<file path="config.mk">
export PLATFORM = sky130hd
export DESIGN_NAME = alu_result_display
export DESIGN_NICKNAME = d
export VERILOG_FILES = /design/src/rtl/alu_result_display.sv
export SDC_FILE = /design/constraint.sdc
export NUM_CORES = 1
export LEC_CHECK = 0
export CAP_MARGIN = 0
export CORE_AREA = 4 4 81 83
export DETAILED_ROUTE_END_ITERATION = 10
export DIE_AREA = 0 0 85 87
export PLACE_DENSITY_LB_ADDON = 0.15
export RECOVER_POWER = 25
export SYNTH_ARGS = -nofsm -noshare
export SYNTH_HDL_FRONTEND = slang
export SYNTH_SLANG_ARGS = --single-unit
</file>
<file path="constraint.sdc">
create_clock -name clk -period 2.1 [get_ports clk]
set_clock_uncertainty 0.1 [all_clocks]
set_input_delay 0.21 -clock clk [delete_from_list [all_inputs] [get_ports clk]]
set_output_delay 0.21 -clock clk [all_outputs]
set_load 0.03 [all_outputs]
</file>
<file path="src/rtl/alu_result_display.sv">
// Captures an 8-bit ALU result plus carry and converts it to BCD, one bit per cycle.
// It then drives a 4-digit active-low 7-seg display. Define LEADING_ZERO_BLANK_EN to blank leading zeros.
module alu_result_display #(
    parameter int REFRESH_CNT_W = 16
) (
    input  logic       clk,
    input  logic       rst,
    input  logic [7:0] result_in,
    input  logic       carry_in,
    input  logic       load,
    output logic       busy,
    output logic       done,
    output logic [3:0] an,
    output logic [6:0] seg,
    output logic       dp
);

    typedef enum logic {IDLE, CONV} state_t;

    state_t      state_q, state_d;
    logic [7:0]  sr_q, sr_d;
    logic [11:0] bcd_q, bcd_d;
    logic [2:0]  it_q, it_d;
    logic        pcarry_q, pcarry_d;
    logic [3:0]  hund_q, hund_d, tens_q, tens_d, ones_q, ones_d;
    logic        dcarry_q, dcarry_d;
    logic        busy_q, busy_d, done_q, done_d;
    logic [REFRESH_CNT_W-1:0] cnt_q;

    logic [11:0] bcd_adj;
    logic [19:0] shifted;
    logic [1:0]  sel;
    logic        blank_h, blank_t;

    function automatic logic [3:0] add3(input logic [3:0] n);
        return (n >= 4'd5) ? n + 4'd3 : n;
    endfunction

    function automatic logic [6:0] dec7(input logic [3:0] d);
        case (d)
            4'd0:    dec7 = 7'b1000000;
            4'd1:    dec7 = 7'b1111001;
            4'd2:    dec7 = 7'b0100100;
            4'd3:    dec7 = 7'b0110000;
            4'd4:    dec7 = 7'b0011001;
            4'd5:    dec7 = 7'b0010010;
            4'd6:    dec7 = 7'b0000010;
            4'd7:    dec7 = 7'b1111000;
            4'd8:    dec7 = 7'b0000000;
            4'd9:    dec7 = 7'b0010000;
            default: dec7 = 7'b1111111;
        endcase
    endfunction

    // One double-dabble step: correct every nibble, then shift the whole chain.
    always_comb begin
        bcd_adj = {add3(bcd_q[11:8]), add3(bcd_q[7:4]), add3(bcd_q[3:0])};
        shifted = {bcd_adj, sr_q} << 1;
    end

    always_comb begin
        state_d  = state_q;
        sr_d     = sr_q;
        bcd_d    = bcd_q;
        it_d     = it_q;
        pcarry_d = pcarry_q;
        hund_d   = hund_q;
        tens_d   = tens_q;
        ones_d   = ones_q;
        dcarry_d = dcarry_q;
        busy_d   = busy_q;
        done_d   = 1'b0;
        case (state_q)
            IDLE: begin
                if (load) begin
                    sr_d     = result_in;
                    pcarry_d = carry_in;
                    bcd_d    = '0;
                    it_d     = '0;
                    busy_d   = 1'b1;
                    state_d  = CONV;
                end
            end
            CONV: begin
                bcd_d = shifted[19:8];
                sr_d  = shifted[7:0];
                it_d  = it_q + 3'd1;
                if (it_q == 3'd7) begin
                    hund_d   = shifted[19:16];
                    tens_d   = shifted[15:12];
                    ones_d   = shifted[11:8];
                    dcarry_d = pcarry_q;
                    done_d   = 1'b1;
                    busy_d   = 1'b0;
                    state_d  = IDLE;
                end
            end
            default: state_d = IDLE;
        endcase
    end

    always_ff @(posedge clk or posedge rst) begin
        if (rst) begin
            state_q  <= IDLE;
            sr_q     <= '0;
            bcd_q    <= '0;
            it_q     <= '0;
            pcarry_q <= 1'b0;
            hund_q   <= '0;
            tens_q   <= '0;
            ones_q   <= '0;
            dcarry_q <= 1'b0;
            busy_q   <= 1'b0;
            done_q   <= 1'b0;
            cnt_q    <= '0;
        end else begin
            state_q  <= state_d;
            sr_q     <= sr_d;
            bcd_q    <= bcd_d;
            it_q     <= it_d;
            pcarry_q <= pcarry_d;
            hund_q   <= hund_d;
            tens_q   <= tens_d;
            ones_q   <= ones_d;
            dcarry_q <= dcarry_d;
            busy_q   <= busy_d;
            done_q   <= done_d;
            cnt_q    <= cnt_q + {{(REFRESH_CNT_W-1){1'b0}}, 1'b1};
        end
    end

`ifdef LEADING_ZERO_BLANK_EN
    assign blank_h = (hund_q == 4'd0);
    assign blank_t = blank_h && (tens_q == 4'd0);
`else
    assign blank_h = 1'b0;
    assign blank_t = 1'b0;
`endif

    assign sel = cnt_q[REFRESH_CNT_W-1 -: 2];

    always_comb begin
        seg = 7'b1111111;
        case (sel)
            2'd0: seg = dec7(ones_q);
            2'd1: seg = blank_t ? 7'b1111111 : dec7(tens_q);
            2'd2: seg = blank_h ? 7'b1111111 : dec7(hund_q);
            2'd3: seg = dcarry_q ? 7'b1000110 : 7'b1111111;
            default: seg = 7'b1111111;
        endcase
    end

    assign an   = ~(4'b0001 << sel);
    assign dp   = 1'b1;
    assign busy = busy_q;
    assign done = done_q;

endmodule
</file>
After elaboration in Yosys (flattened, before gate mapping)

Memories as Yosys holds them, arrays and structs flattened.
Cells that the tools add are included.

Memory bits (read-only): 336
Memories: 3
Output and inout bits: 14
Input bits: 12
Register bits: 56
Word-level logic and storage cells: 55

Bitwise operators: 2
Reduce and logical (&&, ||, !) cells: 4
Shift operators: 1
Mux-type cells: 19
Add/sub/neg operators: 5
Equal/unequal tests: 6
Order comparisons: 3

Memories:

| name            | depth | width | read ports | clocked after memory_dff | write ports | line | text |
|---|---|---|---|---|---|---|---|
| (no name shown) | 16    | 7     | 1          | 0                        | 0           | 40   | `case (d)` |
| (no name shown) | 16    | 7     | 1          | 0                        | 0           | 40   |  |
| (no name shown) | 16    | 7     | 1          | 0                        | 0           | 40   |  |

Operator list:

| operator                                                           | number |
|---|---|
| case mux 7 bit (4 select lines)                                    | 1 |
| case mux 12 bit (2 select lines)                                   | 1 |
| adder 16 x 1 -> 16 bit (second input constant)                     | 1 |
| case mux 8 bit (2 select lines)                                    | 1 |
| greater-or-equal comparator 4 x 3 -> 1 bit (second input constant) | 3 |
| 2-to-1 mux 12 bit                                                  | 1 |
| adder 4 x 2 -> 4 bit (second input constant)                       | 2 |
| 2-to-1 mux 4 bit                                                   | 2 |
| 2-to-1 mux 8 bit                                                   | 1 |
| 2-to-1 mux 1 bit                                                   | 6 |
| 2-to-1 mux 3 bit                                                   | 2 |
| 2-to-1 mux 6 bit                                                   | 1 |
| case mux 3 bit (2 select lines)                                    | 1 |
| AND reduction 2 bit                                                | 3 |
| == test 2 bit (second input constant)                              | 2 |
| NOT 4 bit                                                          | 1 |
| case mux 1 bit (2 select lines)                                    | 2 |
| << shifter 1 x 2 -> 4 bit (first input constant)                   | 1 |
| adder 3 x 1 -> 3 bit (second input constant)                       | 1 |
| adder 3 x 2 -> 3 bit (second input constant)                       | 1 |
| == test 3 bit (second input constant)                              | 1 |
| == test 2 x 1 -> 1 bit (second input constant)                     | 1 |
| logical NOT 2 bit                                                  | 1 |
| != test 2 x 1 -> 1 bit (second input constant)                     | 1 |
| other kinds (2)                                                    | 2 |

Depth between registers and ports, before layout

Depth after elaboration: 3
Depth in mapped cells: 6
Depth with buffers taken out: 6

Worst setup path after synthesis

OpenSTA, ideal clock, no wires.

Kind: reg2out
Start point: register cnt_q[15]
End point: output port seg[0]
Slack: 0.072 ns
Arrival time: 1.718 ns
Required time: 1.790 ns
Stages on the path, launching flop included: 6
Buffers on the path: 1
Cell sequence: dfrtp_1 buf_4 nand2b_1 a21oi_1 o21ai_0 a32oi_1

Cells in the longest elaborated chain, start to end: 2
Elaborated cells on any way between the ends: 5
Classes of those cells: eq/ne: 3; mux: 1; reduce/logical: 1

RTL lines:

| item                                        | line | text |
|---|---|---|
| from (decl)                                 | 28   | `logic [REFRESH_CNT_W-1:0] cnt_q;` |
| from (signal assigned)                      | 128  | `cnt_q <= cnt_q + {{(REFRESH_CNT_W-1){1'b0}}, 1'b1};` |
| == test 2 bit, or another cell as far along | 144  | `case (sel)` |
| case mux 7 bit (4 select lines) *           | 144  |  |
| to (decl)                                   | 14   | `output logic [6:0] seg,` |

Every way passes the cells marked *; elsewhere a longest branch is shown, timed or not.

Final worst setup path

Start point: register tens_q[0]
End point: output port seg[4]

Cells in the longest elaborated chain, start to end: 2

RTL lines:

| item                            | line | text |
|---|---|---|
| from (decl)                     | 25   | `logic [3:0] hund_q, hund_d, tens_q, tens_d, ones_q, ones_d;` |
| from (signal assigned)          | 123  | `tens_q <= tens_d;` |
| memory (16 x 7 bit)             | --   |  |
| case mux 7 bit (4 select lines) | 144  |  |

Every way passes these cells.

==> summary.md <==
| Metric | Value |
|---|---|
| EDFF count, synth | 0 |
| Share of flip-flops with an asynchronous set or reset | 1.00 |
| Die height | 87 um |
| Port bufs | 24 |
| Final hold vios | 0 |
| Power Density | 1330 nW/um^2 |
| Setup CP Type | reg2out |
| Synth Cell Area | 3350 sq um |
| GPL Wtd Cong | 0.875 |
| Final Util | 0.678 |
| Proportion of layout cells with a drive suffix above 1 | 0.223 |
| Clock slew at reported path FFs | 100 ps |
| Routed WL per cell | 13.6 um |
| Mean post-synth cell area | 9.59 sq um |
| Worst setup slack after layout | 13.0 ps |
| Net count, final | 423 |
| Worst slew pin tran | 764 ps |
| Ys flop type | dfrtp_1 |
| Sequential cell area | 1410 sq um |
| Unrepaired setup endpoints after global routing | yes |
| Post-Syn Nets | 387 |
| DPL Wire Length | 4.54 mm |
| Top cell type's share of synthesized area | 0.419 |
| CTS Buf Count | 5 |
| Commonest non-fill, non-tap cell in the layout | dfrtp_1 |
| 1st-iter DRT viols | 74 |
| H-tree levels | 2 |
| Clk_lat worst skew | 300 ps |
| Yosys Warn Count | 0 |
| Clk sinks | 56 |
| # setup viols final | 0 |
| Area Overhead vs Synth | 18.5% |
| CP Data Required Time | 1790 ps |
| Worst ir drop on vdd | 0.992 mV |
| Total Wirelength | 6.28 mm |
| CP Capture Type | output port |
| CTS tree | built |
| DR DRC count | 0 |
| Yosys reg bits | 56 |
| Crit path time final | 2090 ps |
| Worst hold path type | reg2reg |
| Most frequent cells in the layout | dfrtp_1 (49), nand2_1 (32), buf_4 (24) |
| Critical Path AT | 1780 ps |
| Peak Freq | 0.479 GHz |
| Hold buffers post-CTS | 0 |
| Fill cells | 461 |
| Largest net degree at the start of global routing | 28 |
| Finished Layout Cells | 461 |
| Yosys top cell by area | dfrtp_1 |
| Hold_ws | 363 ps |
| Multi-input gate area | 1880 sq um |
| Fin. max-slew vios | 0 |
| CTS max path bufs | 2 |
| Synth area leaders | dfrtp_1 (42%), ha_1 (9.7%), mux2i_1 (6.3%), o21ai_0 (4.3%), a21oi_1 (3.7%) |
| Vias | 2429 |
| TNS Setup | 0 ps |
| Antenna viol nets, final | 0 |
| # IOs | 26 |
| CP Launch Type | flop |
| Antenna violations before repair | 0 |
| Core area | 5850 sq um |
| Vias in the first global route | 2313 |
| First-pass GRT wire length | 10.8 mm |
| Leakage power | 1.87 nW |
| Final cycle utilization of the critical path | 0.994 |
| Pre-Repair DR Iteration Count | 4 |
| Placed cells | 439 |
| Register area share after synthesis | 0.419 |
| Initial Utilization | 0.572 |
| Total grt overflow | 0 |
| Die width | 85 um |
| CTS Root Buffer Type | clkbuf_8 |
| Die area | 7400 sq um |
| Max_slew headroom | 0.490 |
| Rows | 28 |
| Crit-path max FO | 4 |
| Dpl ws | 170 ps |
| Syn Inst Count | 349 |
| Max-cap violations | 0 |
| Run status | complete, no violations |
| GRT Overall Usage | 0.178 |
| Antenna diode count | 0 |
| Library cells used by synthesis | 47 |
| Drt via density | 5.27 |
-- cell type report --
cell class                 instances  area share
sequential                        56       0.356
multi-input combinational        252       0.473
tap                               75      0.0237
clock buffer                       7      0.0218
clock inverter                     1     0.00189
timing repair buffer              45       0.100
inverter                          25      0.0237
-- worst paths after layout --
kind,cells after the start,start,end,slack [ps]
max,7,tens_q[0]$_DFFE_PP0P_,seg[4],10
min,1,cnt_q[0]$_DFF_PP0_,cnt_q[0]$_DFF_PP0_,360
max reg2reg,6,bcd_q[8]$_DFFE_PP0P_,hund_q[2]$_DFFE_PP0P_,390
min reg2reg,1,cnt_q[0]$_DFF_PP0_,cnt_q[0]$_DFF_PP0_,360
max in group asynchronous,3,rst,ones_q[1]$_DFFE_PP0P_,370
min in group asynchronous,2,rst,bcd_q[9]$_DFFE_PP0P_,370
-- sequential cells by signal, summed over array words and instances, names as in the netlist --
| name | count |
|---|---|
| tens_q | 4 |
| it_q | 3 |
| dcarry_q | 1 |
| hund_q | 4 |
| cnt_q | 16 |
| done | 1 |
| busy | 1 |
| sr_q | 8 |
| state_q | 1 |
| ones_q | 4 |
| bcd_q | 12 |
| pcarry_q | 1 |
-- cell families (layout without fill, tap and decap cells) --
logic type	count (synthesis)	count (layout)	synth area share
simple gates	104	104	0.168
flops	56	56	0.419
buf+inv	41	78	0.0546
fa+ha+maj	26	26	0.0972
compound gates	78	78	0.136
other cells	1	1	0.00112
xor+xnor	17	17	0.0445
mux	26	26	0.0796
-- Yosys cell counts, drive strengths merged, types with 4 or more instances --
cell    instances
inv            24
nor2b           7
mux2            5
buf            12
dfrtp          56
mux2i          21
nand2          34
a21oi          26
xor2            6
xnor2          11
a21o            5
ha             26
clkbuf          4
nand3           6
o21ai          29
nor3b           9
nand2b         19
nor2           20
-- worst max-delay path, cell delays in order, from the launching register on --
cell,delay (ps)
dfrtp_1,370
inv_2,70
ha_4,160
nor2b_4,120
and2_4,150
o31a_1,270
o21bai_1,150
buf_4,180
-- per-stage QoR --
stage | cell area [sq um] | total power (W)
after floorplan | 3350 | 0.00365
after global placement | 3650 | 0.00422
after detailed placement | 3650 | 0.00432
after CTS | 3800 | 0.00503
after global routing | 3970 | 0.00578
final | 3970 | 0.00528
-- routing by layer --
metal,vias up,GRT usage,wire [um],share of wire
li1,1253,-,-,-
met1,1130,0.243,2990,0.48
met2,34,0.296,3000,0.48
met3,12,0.0322,188,0.030
met4,0,0.0446,104,0.017
met5,-,0,0,0
-- report_power, final --
part           leakage (nW)  switching [W]  internal, W
Clock                0.0445       0.000338     0.000269
Combinational          1.13        0.00150      0.00133
Sequential            0.705       0.000418      0.00143
Total                  1.87        0.00225      0.00303
-- timing repair --
| action | CTS | global route |
|---|---|---|
| buffers inserted | 7 | 7 |
| pin swaps | 2 | 9 |
| resized for setup | 7 | 39 |
| setup endpoints to repair | 6 | 8 |
Power figures use the tool's default switching activity.
